--- src/rtl/svm_feature_feeder.sv ---
// Serial feature collector for kernel_svm: assembles framed beats into
// features_flat, issues one input_valid per frame and waits for the result.
module svm_feature_feeder #(
    parameter int DATA_WIDTH     = 16,
    parameter int NUM_FEATURES   = 16,
    parameter int TIMEOUT_CYCLES = 64
) (
    input  logic                               clk,
    input  logic                               rst_n,
    input  logic                               feat_valid,
    output logic                               feat_ready,
    input  logic [DATA_WIDTH-1:0]              feat_data,
    input  logic                               feat_last,
    output logic                               input_valid,
    output logic [DATA_WIDTH*NUM_FEATURES-1:0] features_flat,
    input  logic                               svm_output_valid,
    output logic                               busy,
    output logic                               frame_error,
    output logic                               timeout,
    output logic [15:0]                        frame_count
);

    localparam int IW = (NUM_FEATURES > 2) ? $clog2(NUM_FEATURES) : 1;
    localparam int TW = $clog2(TIMEOUT_CYCLES + 1);
    localparam logic [IW-1:0] LAST_IDX = IW'(NUM_FEATURES - 1);

    typedef enum logic [1:0] {
        S_COLLECT,
        S_DROP,
        S_ISSUE,
        S_WAIT
    } state_t;

    state_t          state_q, state_d;
    logic [IW-1:0]   idx_q, idx_d;
    logic [TW-1:0]   timer_q, timer_d;
    logic            err_q, err_d;
    logic            to_q, to_d;
    logic [15:0]     cnt_q;
    logic            cnt_inc;
    logic            wr_en;
    logic            accept;
    logic            expire;

    logic [DATA_WIDTH-1:0] slot_q [NUM_FEATURES];

    assign feat_ready  = (state_q == S_COLLECT) || (state_q == S_DROP);
    assign input_valid = (state_q == S_ISSUE);
    assign busy        = (state_q == S_WAIT);
    assign frame_error = err_q;
    assign timeout     = to_q;
    assign frame_count = cnt_q;
    assign accept      = feat_valid & feat_ready;

    // Fires on the edge where the timer would reach TIMEOUT_CYCLES-1, so the
    // timeout pulse lands TIMEOUT_CYCLES cycles after the input_valid pulse.
    assign expire = (32'(timer_q) + 32'd2) >= 32'(TIMEOUT_CYCLES);

    genvar g;
    generate
        for (g = 0; g < NUM_FEATURES; g++) begin : g_flat
            assign features_flat[(g+1)*DATA_WIDTH-1 -: DATA_WIDTH] = slot_q[g];
        end
    endgenerate

    always_comb begin
        state_d = state_q;
        idx_d   = idx_q;
        timer_d = timer_q;
        err_d   = 1'b0;
        to_d    = 1'b0;
        cnt_inc = 1'b0;
        wr_en   = 1'b0;
        unique case (state_q)
            S_COLLECT: begin
                if (accept) begin
                    wr_en = 1'b1;
                    if (idx_q == LAST_IDX) begin
                        idx_d   = '0;
                        err_d   = ~feat_last;
                        state_d = feat_last ? S_ISSUE : S_DROP;
                    end else if (feat_last) begin
                        idx_d = '0;
                        err_d = 1'b1;
                    end else begin
                        idx_d = idx_q + IW'(1);
                    end
                end
            end
            S_DROP: begin
                if (accept && feat_last) begin
                    state_d = S_COLLECT;
                end
            end
            S_ISSUE: begin
                state_d = S_WAIT;
                timer_d = '0;
            end
            S_WAIT: begin
                if (svm_output_valid) begin
                    cnt_inc = 1'b1;
                    state_d = S_COLLECT;
                end else if (expire) begin
                    to_d    = 1'b1;
                    state_d = S_COLLECT;
                end else begin
                    timer_d = timer_q + TW'(1);
                end
            end
            default: state_d = S_COLLECT;
        endcase
    end

    always_ff @(posedge clk or negedge rst_n) begin
        if (!rst_n) begin
            state_q <= S_COLLECT;
            idx_q   <= '0;
            timer_q <= '0;
            err_q   <= 1'b0;
            to_q    <= 1'b0;
            cnt_q   <= '0;
        end else begin
            state_q <= state_d;
            idx_q   <= idx_d;
            timer_q <= timer_d;
            err_q   <= err_d;
            to_q    <= to_d;
            if (cnt_inc) begin
                cnt_q <= cnt_q + 16'd1;
            end
        end
    end

    always_ff @(posedge clk or negedge rst_n) begin
        if (!rst_n) begin
            for (int i = 0; i < NUM_FEATURES; i++) begin
                slot_q[i] <= '0;
            end
        end else if (wr_en) begin
            slot_q[idx_q] <= feat_data;
        end
    end

endmodule
--- config.mk ---
export PLATFORM = sky130hd
export DESIGN_NAME = svm_feature_feeder
export DESIGN_NICKNAME = d
export VERILOG_FILES = /design/src/rtl/svm_feature_feeder.sv
export SDC_FILE = /design/constraint.sdc
export NUM_CORES = 1
export LEC_CHECK = 0
export CORE_ASPECT_RATIO = 0.75
export CORE_MARGIN = 1
export CORE_UTILIZATION = 49
export CTS_CLUSTER_SIZE = 16
export DETAILED_ROUTE_END_ITERATION = 6
export PLACE_DENSITY_LB_ADDON = 0.08
export RECOVER_POWER = 50
export SLEW_MARGIN = 10
export SYNTH_ARGS = -nofsm -noshare
export SYNTH_HDL_FRONTEND = slang
export SYNTH_SLANG_ARGS = --single-unit
--- constraint.sdc ---
create_clock -name clk -period 2.25 [get_ports clk]
set_clock_uncertainty 0.05 [all_clocks]
set_input_delay 0.3375 -clock clk [delete_from_list [all_inputs] [get_ports clk]]
set_output_delay 0.3375 -clock clk [all_outputs]
set_load 0.02 [all_outputs]
# == Yosys cells after proc, flatten, opt, wreduce, memory -nomap -nowiden ==
# Index checks and enable logic that the tools add are counted.
# Widths: inputs -> output; s select.
# totals
reg_bits,287
latchBits,0
mem_bits_rw,0
rom_bits,0
in_bits,21
out_inout_bits,277
wordCells,76
n_memories,0
# classes
n_addsub,4
mul,0
n_div,0
magnitude_cmp,3
n_eq_ne,10
shifts,0
n_mux,26
bitwise,3
reduce_logical,8
# ops
operator,n
$bwmux 256,1
$demux 16 s4,1
$add 16x1->16 const B,1
$mux 16,1
$mux 7,2
$pmux 7 s2,1
$mux 2,6
$mux 1,11
$add 7x2->8 const B,1
$ge 8x7->1 const B,1
$mux 4,2
$pmux 2 s4,1
$add 7x1->7 const B,1
$ne 2x2->1 const B,3
$ge 5x5->1 const B,1
$lt 5x1->1 const B,1
$not 4->5,1
$add 4x1->4 const B,1
$eq 2x2->1 const B,2
$eq 4x4->1 const B,1
$ne 2x1->1 const B,2
$reduce_and 4->1,1
$ne 3x2->1 const B,1
$reduce_and 3->1,1
other kinds (8),9

# == Logic depth before layout (Yosys ltp) ==
# depth
depth_word,6
depth_mapped,7
mapped_depth_nobuf,5

# == Worst setup path before layout ==
# Ideal clock, no wire load.
# synth_timing
path_kind,flip-flop to flip-flop
from,register timer_q[1]
to,register timer_q[0]
arrival_ns,1.821
setup_slack_ns,0.253
stages_incl_launch_ff,6
path_buffers,1
period_less_slack_ns,1.997
cell_sequence,dfrtp_1 ha_1 or4_1 buf_6 a21o_1 a311o_1
# synth_via
elab_chain_cells,4
# synth_rtl
item,line,text
from (decl),36,"logic [TW-1:0] timer_q, timer_d;"
from (signal assigned),125,timer_q <= timer_d;
$add 7x2->8,57,assign expire = (32'(timer_q) + 32'd2) >= 32'(TIMEOUT_CYCLES);
$ge 8x7->1,57,
$ne 2x2->1 (no line),--,
$reduce_and 3->1 (no line),--,
# Every way passes these cells.
# A chain may end at the register's enable or synchronous reset.

# == Worst setup path in the final report ==
# layout_timing
from,register state_q[0]
to,register slot_q (netlist bit features_flat[171])
# layout_via
elab_chain_cells,5
elab_cells_between_ends,6
# layout_rtl
item,line,text
from (decl),34,"state_t state_q, state_d;"
from (signal assigned),123,state_q <= state_d;
$eq 2x1->1 / $logic_not 2->1 (equally long branches),"47, 74",
$logic_or 1x1->1,47,assign feat_ready = (state_q == S_COLLECT) || (state_q == S_DROP);
$and 1x1->1,53,assign accept = feat_valid & feat_ready;
$mux 1,76,if (accept) begin
$mux 1 *,74,unique case (state_q)
"to (signal, indexed assignment)",140,slot_q[idx_q] <= feat_data;
to (decl),45,logic [DATA_WIDTH-1:0] slot_q [NUM_FEATURES];
# Every way passes the cells marked *; elsewhere a longest branch is shown, timed or not.

==> metrics.yaml <==
run_status:
  status: "finished clean"
critical_path:
  crit_path_end: "features_flat[171]"
  path_cells: "nor3b_1 > clkbuf_1 > buf_12 > nand3_1 > clkbuf_4 > mux2_2"
  r2r_cells: 6
  rrSetupSlack_ps: 180
  arrival_ps: 2430
  path_class: "reg -> reg"
  crit_start: "state_q[0]"
  start_kind: "flop"
  regToRegEndpoint: "features_flat[171]"
  worstSetupEndpointType: "flop"
  r2r_start: "state_q[0]"
  crit_path_max_incr_delay_ps: 480
  crit_slowest_cell: "dfrtp_2"
  cp.required_ps: 2610
  crit_fanout: 16
die:
  fp.dieH_microns: 133
  ioPinCount: 298
  rows: 47
  coreArea_sq_mm: 0.0223
  initial_core_util: 0.505
  die_area_sq_mm: 0.0236
  die_w_microns: 177
grt:
  grt_start_max_net_pins: 71
  grt_use_total: 0.246
  grt_pass1_wl_microns: 44200
  antenna_found_initial: 0
  grt_overflow: 0
  grt_pass1_vias: 7391
pwr:
  leakagePower_nw: 7.30
  p_sw_mw: 5.97
  peakVddDrop_mv: 0.735
  swShare: 0.320
  internal_power_mw: 12.7
  p_clk_frac: 0.252
  seqPwrFrac: 0.392
  pwr-share-comb: 0.356
  powerDensity_mw_per_mm2: 1190
layout:
  final_common_cell: "clkdlybuf4s50_1"
  antenna_cells: 0
  final_cell_mix: "clkdlybuf4s50_1, dfrtp_1, mux2_2, clkbuf_16, buf_4"
  num-nets-final: 1098
  fin_util: 0.706
  drive_gt1_frac: 0.331
  finalNonFillerCells: 1383
  syn2layout_area_growth_pct: 39.9
synthesis:
  synth_cell_types: 42
  synth_edf_count: 0
  synth_cells: 733
  synth_ff_type: "dfrtp_1"
  synth.cell_area_sq_mm: 0.0113
  synth_nets: 762
  syn_avg_cell_area_sq_um: 15.3
  synth_seq_cells: 287
  async_flop_share: 1.00
  ys_warn_count: 0
  yosysSeqAreaShare: 0.638
worst_hold_path:
  hp-class: "reg -> reg"
clocking:
  clock_latency_ps: 520
  cts-root-buf: "clkbuf_16"
  cts_made_buffers: 29
  tritoncts: "done"
  clkSinkCount: 287
  htreeDepth: 1
  clk_pin_slew_ps: 60
  clockBufferDepth: 3
timing:
  rsz0062_at_grt: "no"
  slew_violations: 0
  slew_headroom: 0.288
  max_freq_mhz: 482
  postLayoutSetupSlackWorst_ps: 177
  min_period_over_period: 0.922
  worst_slew_pin_slew_ps: 1070
  setup_viol: 0
  finalSetupTns_ps: 0
  post-route-min-period_ps: 2070
  finalHoldViolations: 0
detailed_routing:
  routedWlPerCell_microns: 20.6
  routed_wirelength_microns: 28500
  postRouteAntennaNets: 0
  viasPerCell: 5.29
  drc: 0
  dr.pass1.iters: 4
  drtIter0Drc: 410
  vias: 7320
placed_design:
  dp_cells: 1331
  post-place-ws_ps: 120
  place.port_buffers: 297
  dpl.hpwl_microns: 19900
  gp_congestion: 0.820
flow_run:
  drv_cap: 0
-- power groups by stage --
stage | sequential (mW) | combinational [mW] | clock, mW
global placement | 7.35 | 6.67 | 0
finish | 7.33 | 6.64 | 4.70
CTS | 7.33 | 6.79 | 4.81
floorplan | 8.87 | 1.75 | 0
detailed placement | 7.41 | 6.76 | 0
global route | 7.49 | 7.01 | 5.00
-- cells by family after synthesis --
group                    Yosys count  synth area share
buffers and inverters             54            0.0217
multiplexers                     257             0.257
AND/OR/NAND/NOR                   80            0.0408
XOR/XNOR                          16            0.0125
adder cells (fa/ha/maj)            8           0.00890
AO/OA/AOI/OAI                     31            0.0206
flip-flops                       287             0.638
-- stage by stage --
| stage | hold WS (ps) | power [mW] | cell area [sq um] |
|---|---|---|---|
| after detailed placement | 199 | 14.2 | 15000 |
| final | 425 | 18.7 | 15700 |
| after CTS | 237 | 18.9 | 16000 |
| after floorplan | -8.09 | 10.6 | 11300 |
| after global routing | 441 | 19.5 | 15700 |
| after global placement | 203 | 14.0 | 15000 |
-- synthesized netlist by cell type, drive strengths merged, types with 3 or more instances --
master,instances,share of area
nand2,20,0.0067
nor4,3,0.0017
o21ai,7,0.0031
a2111o,3,0.0030
nand3,23,0.016
nor3,3,0.0013
xor2,7,0.0054
inv,12,0.0040
xnor2,9,0.0070
dfrtp,287,0.64
ha,8,0.0089
a21oi,5,0.0022
nor2,16,0.0058
mux2,257,0.26
nand4,5,0.0033
buf,23,0.011
clkbuf,19,0.0063
-- final cells by class --
| type | instances | area (sq um) |
|---|---|---|
| Clock buffer | 38 | 810 |
| Clock inverter | 13 | 124 |
| Fill cell | 1578 | 6550 |
| Inverter | 12 | 45.0 |
| Multi-Input combinational cell | 392 | 3780 |
| Sequential cell | 287 | 7180 |
| Tap cell | 294 | 368 |
| Timing Repair Buffer | 347 | 3430 |
-- metal layers --
layer,share of wire,GRT usage
met3,0.085,0.0799
met5,0,0
met1,0.45,0.351
met2,0.44,0.367
met4,0.017,0.0512
-- how the worst min path moves through the flow --
stage / startpoint / end / slack (ps) / depth (start not counted)
5_1_grt: frame_count[15] / frame_count[15] / 440 / 1
6_report: frame_count[15] / frame_count[15] / 420 / 1
3_5_place_dp: rst_n / frame_count[12] / 200 / 1
4_1_cts: rst_n / features_flat[132] / 240 / 2
2_1_floorplan: rst_n / features_flat[0] / -8 / 0
3_3_place_gp: rst_n / frame_count[15] / 200 / 1
-- critical path, delay by kind of cell, from the launching register on --
family	cells	cell delay (ps)
flops	1	480
simple gates	2	290
mux	1	320
buf+inv	3	800
-- timing repair --
action                                  4_1_cts  5_1_grt
endpoints found under the setup margin        3        0
hold buffers                                  1        0
endpoints found under the hold margin        69        0
buffers inserted                              0        0
gates resized for setup                       5        0
-- sequential cells by signal, summed over array words and instances, names as in the netlist --
name and count:
frame_error 1, features_flat 256, timeout 1, state_q 2, timer_q 7, idx_q 4, frame_count 16
Note: power is estimated with default switching activity, not from simulation.
